`src/rtl/mem_port_arbiter.sv`:
```
// Shared 64-bit memory port arbiter: IF/DM arbitration with an IF starvation guard,
// store lane alignment and byte masking, and load/fetch extraction from the 8-byte line.
package CorePack;
  typedef enum logic [1:0] {
    MEM_B = 2'd0,
    MEM_H = 2'd1,
    MEM_W = 2'd2,
    MEM_D = 2'd3
  } mem_op_enum;
  typedef logic [7:0] mask_t;
endpackage

module mem_port_arbiter
  import CorePack::*;
#(
  parameter int ADDR_W       = 64,
  parameter int STARVE_LIMIT = 4
) (
  input  logic              clk,
  input  logic              rst,
  input  logic              if_req_valid,
  input  logic [ADDR_W-1:0] if_req_addr,
  output logic              if_req_ready,
  output logic              if_resp_valid,
  output logic [31:0]       if_resp_inst,
  input  logic              dm_req_valid,
  input  logic [ADDR_W-1:0] dm_req_addr,
  input  logic              dm_req_we,
  input  mem_op_enum        dm_req_op,
  input  logic [63:0]       dm_req_wdata,
  output logic              dm_req_ready,
  output logic              dm_resp_valid,
  output logic [63:0]       dm_resp_rdata,
  output logic              dm_resp_err,
  output logic              mem_req_valid,
  input  logic              mem_req_ready,
  output logic [ADDR_W-1:0] mem_addr,
  output logic              mem_wen,
  output mask_t             mem_wmask,
  output logic [63:0]       mem_wdata,
  input  logic              mem_resp_valid,
  input  logic [63:0]       mem_rdata
);

  typedef enum logic [1:0] {IDLE = 2'd0, ISSUE = 2'd1, WAIT = 2'd2, ERR = 2'd3} state_e;

  localparam logic [3:0] LIMIT = 4'(STARVE_LIMIT);

  function automatic logic misaligned_f(input mem_op_enum op, input logic [2:0] off);
    case (op)
      MEM_H:   return off[0];
      MEM_W:   return off[1:0] != 2'd0;
      MEM_D:   return off != 3'd0;
      default: return 1'b0;
    endcase
  endfunction

  function automatic mask_t wmask_f(input mem_op_enum op, input logic [2:0] off, input logic we);
    if (!we) return 8'h00;
    case (op)
      MEM_D:   return 8'hFF;
      MEM_W:   return 8'h0F << {off[2], 2'b00};
      MEM_H:   return 8'h03 << {off[2:1], 1'b0};
      default: return 8'h01 << off;
    endcase
  endfunction

  function automatic logic [63:0] load_extract_f(input mem_op_enum op, input logic [2:0] off,
                                                 input logic [63:0] line);
    logic [63:0] sh;
    sh = line >> {off, 3'b000};
    case (op)
      MEM_B:   return {56'h0, sh[7:0]};
      MEM_H:   return {48'h0, sh[15:0]};
      MEM_W:   return {32'h0, sh[31:0]};
      default: return sh;
    endcase
  endfunction

  state_e            state_q, state_d;
  logic [3:0]        starve_q, starve_d;
  logic              owner_dm_q, owner_dm_d;
  logic [ADDR_W-1:0] addr_q, addr_d;
  mem_op_enum        op_q, op_d;
  logic              we_q, we_d;
  logic [63:0]       wdata_q, wdata_d;
  logic              if_rv_q, if_rv_d;
  logic [31:0]       if_inst_q, if_inst_d;
  logic              dm_rv_q, dm_rv_d;
  logic [63:0]       dm_rdata_q, dm_rdata_d;
  logic              dm_err_q, dm_err_d;

  logic dm_win_s, grant_dm_s, grant_if_s, issue_s;

  // DM has priority unless IF has waited through STARVE_LIMIT DM grants.
  assign dm_win_s   = dm_req_valid && (!if_req_valid || (starve_q != LIMIT));
  assign grant_dm_s = !rst && (state_q == IDLE) && dm_win_s;
  assign grant_if_s = !rst && (state_q == IDLE) && if_req_valid && !dm_win_s;

  always_comb begin
    state_d    = state_q;
    starve_d   = starve_q;
    owner_dm_d = owner_dm_q;
    addr_d     = addr_q;
    op_d       = op_q;
    we_d       = we_q;
    wdata_d    = wdata_q;
    if_rv_d    = 1'b0;
    if_inst_d  = 32'h0;
    dm_rv_d    = 1'b0;
    dm_rdata_d = 64'h0;
    dm_err_d   = 1'b0;

    if (!if_req_valid || grant_if_s) begin
      starve_d = 4'd0;
    end else if (grant_dm_s && (starve_q != LIMIT)) begin
      starve_d = starve_q + 4'd1;
    end else begin
      starve_d = starve_q;
    end

    case (state_q)
      IDLE: begin
        if (grant_dm_s) begin
          owner_dm_d = 1'b1;
          addr_d     = dm_req_addr;
          op_d       = dm_req_op;
          we_d       = dm_req_we;
          wdata_d    = dm_req_we ? dm_req_wdata : 64'h0;
          // Misaligned requests report their error in the very next cycle.
          if (misaligned_f(dm_req_op, dm_req_addr[2:0])) begin
            state_d  = ERR;
            dm_rv_d  = 1'b1;
            dm_err_d = 1'b1;
          end else begin
            state_d = ISSUE;
          end
        end else if (grant_if_s) begin
          owner_dm_d = 1'b0;
          addr_d     = if_req_addr;
          op_d       = MEM_W;
          we_d       = 1'b0;
          wdata_d    = 64'h0;
          state_d    = ISSUE;
        end else begin
          state_d = IDLE;
        end
      end
      ISSUE: begin
        if (mem_req_ready) state_d = WAIT;
        else               state_d = ISSUE;
      end
      WAIT: begin
        if (mem_resp_valid) begin
          state_d = IDLE;
          if (owner_dm_q) begin
            dm_rv_d    = 1'b1;
            dm_rdata_d = we_q ? 64'h0 : load_extract_f(op_q, addr_q[2:0], mem_rdata);
          end else begin
            if_rv_d   = 1'b1;
            if_inst_d = addr_q[2] ? mem_rdata[63:32] : mem_rdata[31:0];
          end
        end else begin
          state_d = WAIT;
        end
      end
      ERR:     state_d = IDLE;
      default: state_d = IDLE;
    endcase
  end

  always_ff @(posedge clk or posedge rst) begin
    if (rst) begin
      state_q    <= IDLE;
      starve_q   <= 4'd0;
      owner_dm_q <= 1'b0;
      addr_q     <= '0;
      op_q       <= MEM_B;
      we_q       <= 1'b0;
      wdata_q    <= 64'h0;
      if_rv_q    <= 1'b0;
      if_inst_q  <= 32'h0;
      dm_rv_q    <= 1'b0;
      dm_rdata_q <= 64'h0;
      dm_err_q   <= 1'b0;
    end else begin
      state_q    <= state_d;
      starve_q   <= starve_d;
      owner_dm_q <= owner_dm_d;
      addr_q     <= addr_d;
      op_q       <= op_d;
      we_q       <= we_d;
      wdata_q    <= wdata_d;
      if_rv_q    <= if_rv_d;
      if_inst_q  <= if_inst_d;
      dm_rv_q    <= dm_rv_d;
      dm_rdata_q <= dm_rdata_d;
      dm_err_q   <= dm_err_d;
    end
  end

  assign issue_s       = (state_q == ISSUE);
  assign if_req_ready  = grant_if_s;
  assign dm_req_ready  = grant_dm_s;
  assign mem_req_valid = issue_s;
  assign mem_addr      = issue_s ? {addr_q[ADDR_W-1:3], 3'b000} : '0;
  assign mem_wen       = issue_s & we_q;
  assign mem_wmask     = issue_s ? wmask_f(op_q, addr_q[2:0], we_q) : 8'h00;
  assign mem_wdata     = issue_s ? (wdata_q << {addr_q[2:0], 3'b000}) : 64'h0;
  assign if_resp_valid = if_rv_q;
  assign if_resp_inst  = if_inst_q;
  assign dm_resp_valid = dm_rv_q;
  assign dm_resp_rdata = dm_rdata_q;
  assign dm_resp_err   = dm_err_q;

endmodule

```
`config.mk`:
```
export PLATFORM = sky130hd
export DESIGN_NAME = mem_port_arbiter
export DESIGN_NICKNAME = d
export VERILOG_FILES = /design/src/rtl/mem_port_arbiter.sv
export SDC_FILE = /design/constraint.sdc
export NUM_CORES = 1
export LEC_CHECK = 0
export ABC_AREA = 1
export BUFFER_PORTS_ARGS = -buffer_cell sky130_fd_sc_hd__buf_2
export CAP_MARGIN = 20
export CORE_MARGIN = 4
export CORE_UTILIZATION = 30
export CTS_CLUSTER_DIAMETER = 120
export CTS_CLUSTER_SIZE = 16
export DETAILED_ROUTE_END_ITERATION = 8
export GPL_TIMING_DRIVEN = 0
export PLACE_DENSITY = 0.57
export SKIP_LAST_GASP = 1
export SYNTH_ARGS = -nofsm -noshare
export SYNTH_HDL_FRONTEND = slang
export SYNTH_SLANG_ARGS = --single-unit
```
`constraint.sdc`:
```
create_clock -name clk -period 7.4 [get_ports clk]
set_input_delay 0.37 -clock clk [delete_from_list [all_inputs] [get_ports clk]]
set_output_delay 0.37 -clock clk [all_outputs]
set_load 0.05 [all_outputs]
```
* After elaboration in Yosys (flattened, before gate mapping)
Cells that the tools add are included.
** Word-level totals
- Input port bits :: 265
- Register bits after elaboration :: 237
- Output and inout bits :: 239
- Word-level logic and storage cells :: 91
** Cells by class
- Add/sub/neg operators :: 1
- Muxes and demuxes :: 44
- Equal/unequal tests :: 10
- Shifts and indexed selects :: 5
- Reduce and logical (&&, ||, !) cells :: 18
- Bitwise operators :: 1
** Operators with widths (number)
- 2-to-1 mux 64 bit :: 11
- case mux 64 bit (3 select lines) :: 1
- 2-to-1 mux 32 bit :: 4
- left shift 64 x 6 -> 64 bit :: 1
- right shift 64 x 6 -> 64 bit :: 1
- case mux 8 bit (3 select lines) :: 1
- 2-to-1 mux 8 bit :: 2
- 2-to-1 mux 1 bit :: 14
- == test 2 bit (second input constant) :: 6
- 2-to-1 mux 2 bit :: 6
- 2-to-1 mux 4 bit :: 2
- case mux 2 bit (4 select lines) :: 1
- left shift 1 x 3 -> 8 bit (first input constant) :: 1
- left shift 2 x 3 -> 8 bit (first input constant) :: 1
- left shift 4 x 3 -> 8 bit (first input constant) :: 1
- == test 2 x 1 -> 1 bit (second input constant) :: 3
- logical AND 1 bit :: 6
- nonzero test 2 bit :: 3
- adder 4 x 1 -> 4 bit (second input constant) :: 1
- logical NOT 2 bit :: 2
- != test 4 x 3 -> 1 bit (second input constant) :: 1
- logical NOT 1 bit :: 3
- case mux 1 bit (3 select lines) :: 1
- nonzero test 3 bit :: 1
- 4 further kinds :: 5

* Logic depth before layout (Yosys ltp)
Gate-level depths: netlist (run 1).
- Depth after elaboration :: 9
- Depth in mapped cells :: 10
- Gate-level depth less buffers :: 8

* Worst setup path before layout (run 1)
OpenSTA, ideal clock, no wires.
- Kind :: register to output
- From :: reg state_q[1]
- To :: out mem_wmask[2]
- Setup slack :: 4.719 ns
- Buffers on the path :: 1
- Required time :: 7.030 ns
- Cell stages (with the launch flop) :: 7
- Arrival time :: 2.311 ns
- Path through :: dfrtp_1 nor2_4 inv_2 buf_2 nor2_2 nand2_1 a21oi_1
** Between the ends
- Cells in the longest elaborated chain, start to end :: 2
** Ends and longest elaborated chain
- start: declaration :: line 80 : state_e state_q, state_d;
- start signal: assignment :: line 187 : state_q <= state_d;
- == test 2 x 1 -> 1 bit :: line 202 : assign issue_s = (state_q == ISSUE);
- 2-to-1 mux 8 bit :: line 208 : assign mem_wmask = issue_s ? wmask_f(op_q, addr_q[2:0], we_q) : 8'h00;
- end: declaration :: line 39 : output mask_t mem_wmask,
Every way passes these cells.

* Worst setup path after layout (run 1)
- From :: reg state_q[1]
- To :: out mem_wmask[3]
Same word-level chain as after synthesis.

==> metrics.md, run 1 <==
| Metric | Value |
|---|---|
| Most common cell on crit path | `buf_2` |
| Initial Utilization | `30.7%` |
| Fin cells | `2914` |
| CTS H-tree depth | `1` |
| Synth Area in Adders | `0.193%` |
| Maximum vdd drop | `0.176 mV` |
| Leakage Power | `9.11 nW` |
| Int Pwr | `0.00307 W` |
| Register area | `5930 um^2` |
| HPWL after detailed placement | `56800 um` |
| Final worst-path cycle share | `45.8%` |
| Logic gate share of total power | `60.2%` |
| Register share of total power | `26.3%` |
| Placed cell count | `2886` |
| Setup Fix Bufs, Post-CTS | `0` |
| Clock slew at reported path FFs | `0.10 ns` |
| Worst slew pin tran | `0.943 ns` |
| DRC viols | `0` |
| Global-route wire length before repair | `101000 um` |
| Final setup fails | `0` |
| DRT Pass-1 Iters | `6` |
| Top delay family on crit path | `simple AND/OR/NAND/NOR gates` |
| Critical path fanouts, max | `10` |
| Final Skew | `0.0236 ns` |
| Switching share of power | `55.6%` |
| Detailed Route WL | `69600 um` |
| Number of DRC markers after the initial detailed-route iteration | `1546` |
| Cell breakdown of the critical path | `nor2_4 > inv_2 > buf_2 > nor2_2 > nand2_1 > a21oi_1 > buf_2` |
| NetSw | `0.00384 W` |
| Via/cell ratio | `5.13` |
| TritonCTS clock tree | `yes` |
| # port buffers | `500` |
| Rel. slew slack | `36.5%` |
| Final Util | `39.6%` |
| Yosys top cell by area | `dfrtp_1` |
| Avg Inst Size Synth | `7.19 um^2` |
| Buf/Inv on CP | `3` |
| Setup crit start | `state_q[1]` |
| Grt ovf | `0` |
| Endpoints failing hold | `0` |
| Hold Crit Start | `dm_req_wdata[14]` |
| Nets | `2597` |
| Maxcap violations | `0` |
| Avg WL per Cell | `23.9 um` |
| Final worst path period need | `3.39 ns` |
| Synth Area in XOR/XNOR | `0.135%` |
| RSZ-0062 raised after global routing | `false` |
| Endpoint class of the critical path | `primary output` |
| Power density cells | `412 nW/um^2` |
| Hold crit path type | `input port to flip-flop` |
| Simple-Gate Fraction of Synth Area | `29.5%` |
| Num rows | `75` |
| Main combinational cell family by area after synthesis | `simple AND/OR/NAND/NOR gates` |
| Top cell type's share of synthesized area | `45.7%` |
| Vias | `15000` |
| Core footprint | `42300 um^2` |
| Worst Setup Start Kind | `flip-flop` |
| Crit Path Category | `flip-flop to primary output` |
| Area overhead of the layout relative to synthesis | `29.1%` |
| Largest net degree at the start of global routing | `122` |
| Layout cell share with drive strength beyond 1 | `26.8%` |
| CTS sink cnt | `237` |
| Antenna viol nets, final | `0` |
| Mux share of post-synthesis cell area | `0%` |
| Max-slew violations | `0` |
| Post-synthesis sequential area ratio | `45.7%` |
| Compound-Gate Fraction of Synth Area | `14.8%` |
| GPL Wtd Cong | `0.975` |
| Die area | `46700 um^2` |
| Critical path required time | `7.03 ns` |
| Critical Path Max Stage Delay | `0.45 ns` |
| Worst Path Arrival | `3.02 ns` |
| Vias in the first global route | `15200` |
| Slowest cell on the critical path | `dfrtp_1` |
| Worst-Skew Late Latency | `0.53 ns` |
| Synth cell types | `34` |
| Mapped cell area | `13000 um^2` |
| Root buf cell | `clkbuf_16` |
| Clock network power share | `13.5%` |
| #FFs+latches synth | `237` |
| Initial antenna violation count | `18` |
| Max Fclk | `295 MHz` |
| Area contributors post-synth | `dfrtp_1 46%, nand2_1 17%, nor2_1 6.2%` |
| Critical R2R Launch | `addr_q[0]` |
| Multi-input combinational cell area | `5800 um^2` |
| Filler instances | `4600` |
| Total CTS buffers | `18` |
| Ys Warns | `0` |
| Gr usage total | `28.8%` |
| Io pins | `504` |
| Run status | `finished, final reports clean` |
| Chip Height | `216 um` |
| Die extent in x | `216 um` |
| Mapped Cells | `1805` |
| Deepest clock path buffer count | `3` |
[cell usage after synthesis (all sizes together)]
| library cell | instances |
|---|---|
| a211oi | 3 |
| a21oi | 47 |
| a22oi | 14 |
| buf | 75 |
| clkbuf | 41 |
| clkinv | 1 |
| conb | 1 |
| dfrtp | 237 |
| ha | 2 |
| inv | 175 |
| nand2 | 598 |
| nand3 | 102 |
| nand4 | 3 |
| nor2 | 229 |
| nor3 | 7 |
| nor3b | 3 |
| nor4 | 1 |
| o211ai | 93 |
| o21ai | 166 |
| o22ai | 2 |
| or2 | 3 |
| xor2 | 2 |
[cell type report]
| type | count | share of cell area, % |
|---|---|---|
| Timing Repair Buffer | 503 | 15.2 |
| Tap cell | 577 | 4.31 |
| Clock buffer | 19 | 2.84 |
| Sequential cell | 237 | 35.4 |
| Buffer | 116 | 3.54 |
| Multi-Input combinational cell | 1278 | 34.6 |
| Antenna cell | 7 | 0.105 |
| Clock inverter | 1 | 0.0299 |
| Inverter | 176 | 3.99 |
[cells by family (layout without fill, tap and decap cells)]
| kind of cell | after synthesis | in the layout |
|---|---|---|
| buf+inv | 292 | 815 |
| xor+xnor | 2 | 2 |
| simple gates | 946 | 946 |
| compound gates | 325 | 325 |
| flops | 237 | 237 |
| other cells | 1 | 10 |
| fa+ha+maj | 2 | 2 |
[final timing paths]
path	to	slack, ns	depth (start not counted)
min in group asynchronous	wdata_q[7]	0.05	2
setup reg to reg	dm_resp_rdata[13]	4.93	7
hold reg to reg	wdata_q[59]	0.49	2
max in group asynchronous	if_resp_inst[20]	6.18	3
setup / recovery	mem_wmask[3]	4.01	7
hold / removal	wdata_q[14]	0.03	3
[sequential cells by signal, summed over array words and instances (netlist names), 2 cells and up]
name / count
dm_resp_rdata: 64
addr_q: 64
if_resp_inst: 32
op_q: 2
starve_q: 4
state_q: 2
wdata_q: 64
[placed cells by master (no fill, tap or decap), drive strengths merged]
cell / netlist / final
o22ai: 2 / 2
xor2: 2 / 2
a21oi: 47 / 47
o211ai: 93 / 93
a211oi: 3 / 3
nor4: 1 / 1
o21ai: 166 / 166
nand4: 3 / 3
clkinv: 1 / 2
conb: 1 / 3
nand2: 598 / 598
nor3: 7 / 7
nand3: 102 / 102
nor2: 229 / 229
ha: 2 / 2
nor3b: 3 / 3
dfrtp: 237 / 237
inv: 175 / 175
or2: 3 / 3
buf: 75 / 577
a22oi: 14 / 14
clkbuf: 41 / 60
diode: 0 / 7
dlygate4sd3: 0 / 1
[routing by layer]
metal	vias to the layer above	wire, um	part of all wire (%)	GRT usage [%]
li1	6781	-	-	-
met1	7131	26700	38	35.4
met2	849	33900	49	50.0
met3	168	6070	8.7	6.24
met4	22	2850	4.1	9.84
met5	-	144	0.21	0
[power by group through the flow]
stage	clock, W	sequential (W)	combinational (W)
global placement	0	0.00184	0.00408
finish	0.000934	0.00182	0.00415
CTS	0.000964	0.00182	0.00409
global route	0.00100	0.00185	0.00442
floorplan	0	0.00192	0.00257
detailed placement	0	0.00184	0.00407
[repair_timing]
action / in CTS / in global routing
hold buffers: 1 / 0
resized for setup: 0 / 0
hold endpoints to repair: 1 / 0
[worst register-to-register path, cell delays in order, from the launching register on]
cell and delay [ns]:
dfrtp_1 0.36, buf_2 0.17, nor2_4 0.27, inv_1 0.18
clkbuf_1 0.30, o21ai_0 0.82, nor2_1 0.08, nor2_1 0.20
[metrics by stage]
| stage | hold WS (ns) | setup slack (ns) | total power, W | setup TNS (ns) | cell area, um^2 |
|---|---|---|---|---|---|
| 2_1_floorplan | 0.423 | 0.527 | 0.00449 | 0 | 13000 |
| 3_3_place_gp | 0.471 | -2.48 | 0.00592 | -579.28 | 16200 |
| 3_5_place_dp | 0.474 | 4.57 | 0.00591 | 0 | 16300 |
| 4_1_cts | 0.00397 | 4.00 | 0.00687 | 0 | 16700 |
| 5_1_grt | 0.0248 | 3.93 | 0.00728 | 0 | 16700 |
| 6_report | 0.0256 | 4.01 | 0.00690 | 0 | 16800 |
(Power assumes the default switching activity.)
==> inputs of run 2 (changes only) <==
clock period = 3.2 ns   (was 7.4 ns; I/O delays follow)
==> run 2 against run 1 <==
Design area rose by 15%. Worst setup slack got worse by 3.9 ns. Wire length rose by 5.0%. Critical path depth rose by 1. Clock power rose by 130%. Flip-flop and latch count did not move. Final cell count rose by 8.2%. Sequential share of layout area fell by 4.6 points. Register-to-register slack got worse by 4.4 ns. Global-route usage rose by 1.4 points. Hold slack got worse by 0.013 ns. Critical endpoint is now mem_wdata[22].
==> metrics.md, run 2 (same netlist as run 1, synthesis figures left out) <==
| Metric | Value |
|---|---|
| Flop-to-flop setup slack | `0.52 ns` |
| Final worst-path cycle share | `97.8%` |
| Num rows | `75` |
| Maximum vdd drop | `0.423 mV` |
| Worst-Skew Late Latency | `0.52 ns` |
| Die extent in x | `216 um` |
| Slowest cell on the critical path | `o21ai_1` |
| HPWL after detailed placement | `58400 um` |
| Most common library cell in the layout ignoring fill and taps | `nand2_1` |
| TritonCTS clock tree | `yes` |
| Max Fclk | `320 MHz` |
| Endpoints failing hold | `0` |
| Most common cell on crit path | `buf_2` |
| Root buf cell | `clkbuf_16` |
| R2r worst-path depth | `5` |
| Worst slew pin tran | `0.923 ns` |
| DRC viols | `0` |
| Hold Crit Depth | `3` |
| Hold endpoint | `dm_resp_rdata[63]` |
| Io pins | `504` |
| Filler instances | `4335` |
| Critical R2R Launch | `addr_q[1]` |
| Worst Path Arrival | `2.97 ns` |
| Deepest clock path buffer count | `3` |
| Initial Utilization | `30.7%` |
| Rel. slew slack | `38.5%` |
| Met3 usage | `4.82%` |
| Chip Height | `216 um` |
| Hold Crit Start | `mem_rdata[63]` |
| Number of DRC markers after the initial detailed-route iteration | `1109` |
| GPL Wtd Cong | `0.988` |
| Endpoint class of the critical path | `primary output` |
| Area overhead of the layout relative to synthesis | `48.3%` |
| Gr usage total | `30.2%` |
| Via/cell ratio | `5.00` |
| Max-slew violations | `0` |
| Design area | `19300 um^2` |
| Initial antenna violation count | `5` |
| Core footprint | `42300 um^2` |
| RSZ-0062 raised after global routing | `false` |
| Crit Path Category | `flip-flop to primary output` |
| Final setup fails | `0` |
| Top delay family on crit path | `buffers and inverters` |
| Global-route wire length before repair | `105000 um` |
| GR peak layer | `met2` |
| CTS sink cnt | `237` |
| Run status | `finished, final reports clean` |
| Power density cells | `888 nW/um^2` |
| Final worst path period need | `3.13 ns` |
| Final Skew | `0.0122 ns` |
| Met1 Use GR | `33.9%` |
| Antenna viol nets, final | `0` |
| Critical path required time | `3.04 ns` |
| DRT Pass-1 Iters | `8` |
| Grt ovf | `0` |
| # port buffers | `500` |
| Commonest non-fill, non-tap cells in the layout | `598 x nand2_1, 548 x buf_2, 242 x dlygate4sd3_1` |
| Buf/Inv on CP | `4` |
| Leakage Power | `10.2 nW` |
| Total CTS buffers | `18` |
| Vias in the first global route | `16500` |
| Die area | `46700 um^2` |
| Detailed Route WL | `73100 um` |
| Worst hold margin | `0.0127 ns` |
| Worst Setup Start Kind | `flip-flop` |
| Critical R2R Capture | `addr_q[1]` |
| Largest net degree at the start of global routing | `47` |
| Vias | `15800` |
| Cell breakdown of the critical path | `buf_2 > nor2_4 > inv_1 > clkbuf_1 > o21ai_1 > nand2_1 > nor2_1 > buf_2` |
| CTS H-tree depth | `1` |
| Clock slew at reported path FFs | `0.07 ns` |
| Nets | `2841` |
| Hold crit path type | `input port to flip-flop` |
| Layout cell share with drive strength beyond 1 | `24.4%` |
| Maxcap violations | `0` |
| Avg WL per Cell | `23.2 um` |
| M2 GR Usage | `55.2%` |
| Critical path fanouts, max | `10` |
| Dpl cell area | `16300 um^2` |
| Critical Path Max Stage Delay | `0.43 ns` |
## run 2: changes by cell type in the layout (fill, tap and decap cells not counted), sizes merged
cell	delta
buf	+4
inv	-1
clkbuf	+1
clkinv	-1
diode	-5
dlygate4sd3	+241
clkinvlp	+1
## run 2: how the worst max path moves through the flow
stage,cells after the start,end,slack [ns],start
finish,8,mem_wdata[22],0.07,addr_q[0]
global route,6,mem_wdata[62],0.05,state_q[1]
CTS,8,mem_wdata[23],0.04,addr_q[0]
detailed placement,8,mem_wdata[21],0.55,addr_q[0]
global placement,2,if_resp_inst[3],-1.69,rst
floorplan,1,addr_q[0],-0.07,rst
## run 2: power by group
part	switching (W)	internal [W]	leakage, nW
combinational	0.00771	0.00295	6.85
sequential	0.000439	0.00381	3.14
clock	0.00110	0.00108	0.243
## run 2: metal layers
layer,vias up,share of wire (%)
met3,178,6.5
li1,7260,-
met1,7541,37
met2,775,51
met4,2,6.1
met5,-,0.018
## run 2: cell type report
| type | instances | area, um^2 | share of cell area (%) |
|---|---|---|---|
| Sequential cell | 237 | 5930 | 30.8 |
| Multi-Input combinational cell | 1278 | 5800 | 30.1 |
| Timing Repair Buffer | 748 | 5040 | 26.2 |
| Tap cell | 577 | 722 | 3.75 |
| Inverter | 176 | 664 | 3.45 |
| Buffer | 115 | 589 | 3.06 |
| Clock buffer | 21 | 493 | 2.56 |
| Antenna cell | 2 | 5.00 | 0.0260 |
## run 2: stage by stage
stage / TNS (ns) / util [%] / total power [W] / worst slack [ns] / instances
finish: 0 / 45.5 / 0.0171 / 0.0714 / 3154
floorplan: -15.61 / - / 0.0104 / -0.0659 / 1807
global route: 0 / 45.5 / 0.0180 / 0.0455 / 3153
global placement: -392.10 / 38.3 / 0.0139 / -1.69 / 2884
CTS: 0 / 45.5 / 0.0170 / 0.0425 / 3153
detailed placement: 0 / 38.6 / 0.0139 / 0.547 / 2890
## run 2: worst min-delay path, cell delays in order
cell	delay, ns
buf_2	0.15
nand2_1	0.12
nor2_1	0.06
## run 2: what timing repair did
| action | in CTS | in global routing |
|---|---|---|
| resized for setup | 2 | 1 |
| setup buffers | 0 | 0 |
| hold endpoints to repair | 183 | 0 |
| hold buffers | 242 | 0 |
| pin swaps | 0 | 0 |
| endpoints found under the setup margin | 2 | 2 |
==> inputs of run 3 (changes only) <==
BUFFER_PORTS_ARGS = unset   (was -buffer_cell sky130_fd_sc_hd__buf_2)
DONT_BUFFER_PORTS = 1   (was unset)
PLACE_DENSITY = 0.47   (was 0.57)
==> run 3 against run 2 <==
Worst setup slack got worse by 0.082 ns. Sequential share of layout area rose by 3.7 points. Largest power group unchanged. Design area fell by 11%. Critical path depth did not move. Clock-buffer cell count fell by 2. Largest cell class unchanged. Wire length fell by 6.8%. Final cell count fell by 15%. The run now ends with setup timing left. Fmax fell by 2.6%. Hold slack improved by 0.0040 ns. Non-clock buffer count fell by 461.
==> metrics.md, run 3 (same netlist as run 1, synthesis figures left out) <==
| Metric | Value |
|---|---|
| Setup slack after layout | `-0.0108 ns` |
| Most common library cell in the layout ignoring fill and taps | `nand2_1` |
| Max-slew violations | `0` |
| CTS H-tree depth | `1` |
| Final setup fails | `2` |
| GPL Wtd Cong | `0.992` |
| Initial Utilization | `30.7%` |
| Rel. slew slack | `23.4%` |
| Max Fclk | `311 MHz` |
| Register share of total power | `27.6%` |
| Worst slack, placed | `-0.00177 ns` |
| Endpoint class of the critical path | `primary output` |
| Grt ovf | `0` |
| Logic gate share of total power | `59.3%` |
| # port buffers | `0` |
| Worst Path Arrival | `3.05 ns` |
| Largest net degree at the start of global routing | `41` |
| Clock network power share | `13.1%` |
| Die area | `46700 um^2` |
| Final worst path period need | `3.21 ns` |
| RSZ-0062 raised after global routing | `true` |
| Switching share of power | `54.7%` |
| Vias in the first global route | `14300` |
| Deepest clock path buffer count | `3` |
| Worst Setup Start Kind | `flip-flop` |
| Maximum vdd drop | `0.477 mV` |
| Final Skew | `0.0149 ns` |
| Number of DRC markers after the initial detailed-route iteration | `1289` |
| Total CTS buffers | `18` |
| Layout cell share with drive strength beyond 1 | `7.24%` |
| Global-route wire length before repair | `97500 um` |
| Critical path fanouts, max | `10` |
| Die extent in x | `216 um` |
| Crit Path Category | `flip-flop to primary output` |
| Setup Fix Bufs, Post-CTS | `0` |
| Gr usage total | `27.9%` |
| DRC viols | `0` |
| Commonest non-fill, non-tap cells in the layout | `598 x nand2_1, 273 x dlygate4sd3_1, 237 x dfrtp_1` |
| Antenna viol nets, final | `0` |
| Hold crit path type | `input port to flip-flop` |
| Leakage Power | `8.09 nW` |
| Setup TNS | `-0.0139 ns` |
| Core footprint | `42300 um^2` |
| Area overhead of the layout relative to synthesis | `32.5%` |
| Critical path required time | `3.04 ns` |
| Chip Height | `216 um` |
| Int Pwr | `0.00746 W` |
| Maxcap violations | `0` |
| Run status | `complete, but fails checks` |
| Clock slew at reported path FFs | `0.07 ns` |
| Final worst-path cycle share | `100%` |
| Endpoints failing hold | `0` |
| CTS sink cnt | `237` |
| Vias | `14100` |
| Worst-Skew Late Latency | `0.52 ns` |
| Via/cell ratio | `5.24` |
| Initial antenna violation count | `9` |
| HPWL after detailed placement | `52900 um` |
| NetSw | `0.00900 W` |
| DRT Pass-1 Iters | `5` |
| Root buf cell | `clkbuf_16` |
| Nets | `2380` |
| Worst slew pin tran | `1.14 ns` |
| Failing checks | `setup timing` |
| Detailed Route WL | `68100 um` |
| Num rows | `75` |
| Io pins | `504` |
| TritonCTS clock tree | `yes` |
| Avg WL per Cell | `25.3 um` |
| Power density cells | `957 nW/um^2` |
-- run 3: worst max-delay path: stages, from the launching register on --
cell     delay, ns
dfrtp_1       0.36
buf_2         0.22
nand2_1       0.34
inv_1         0.36
buf_2         0.35
a22oi_1       0.17
nand2_1       0.09
nand2_1       0.04
o21ai_1       0.60
-- run 3: path summary, 6_finish.rpt --
kind / endpoint / start / cells after the start / slack [ns]
max: mem_wdata[62] / addr_q[0] / 8 / -0.01
min: state_q[1] / dm_req_op[1] / 2 / 0.02
max reg2reg: starve_q[3] / state_q[1] / 8 / 0.38
min reg2reg: wdata_q[58] / wdata_q[58] / 2 / 0.50
max in group asynchronous: if_resp_inst[30] / rst / 5 / 1.72
min in group asynchronous: dm_resp_err / rst / 2 / 0.32
-- run 3: power by group through the flow --
stage               registers, W  logic (W)  clock network (W)
finish                   0.00454    0.00976            0.00216
detailed placement       0.00458    0.00853                  0
floorplan                0.00443    0.00595                  0
global route             0.00463     0.0104            0.00234
global placement         0.00458    0.00849                  0
CTS                      0.00453    0.00952            0.00224
-- run 3: metrics by stage --
stage | util (%) | cells | hold WS (ns) | area, um^2 | power [W]
final | 40.6 | 2696 | 0.0167 | 17200 | 0.0165
after global routing | 40.6 | 2696 | 0.0322 | 17200 | 0.0173
after CTS | 40.5 | 2690 | 0.000589 | 17200 | 0.0163
after detailed placement | 32.8 | 2397 | 0.180 | 13900 | 0.0131
after global placement | 32.4 | 2384 | 0.275 | 13700 | 0.0131
after floorplan | - | 1807 | 0.270 | 13000 | 0.0104
-- run 3: final cells by class --
| type | instances | area, um^2 |
|---|---|---|
| Fill cell | 4453 | 25100 |
| Sequential cell | 237 | 5930 |
| Multi-Input combinational cell | 1278 | 5880 |
| Timing Repair Buffer | 286 | 2920 |
| Tap cell | 577 | 722 |
| Inverter | 176 | 664 |
| Buffer | 116 | 593 |
| Clock buffer | 19 | 475 |
| Antenna cell | 6 | 15.0 |
| Clock inverter | 1 | 5.00 |
-- run 3: timing repair --
action                     in CTS  in global routing
resized for setup              15                  8
hold buffers                  273                  0
setup endpoints to repair      21                 11
hold endpoints to repair      230                  0
-- run 3: routing by layer --
layer | vias up | GRT usage [%] | wire, um
met5 | - | 0 | 38
met4 | 6 | 9.88 | 3100
met3 | 152 | 5.99 | 5290
met2 | 792 | 48.5 | 32800
met1 | 6830 | 34.3 | 26900
li1 | 6342 | - | -
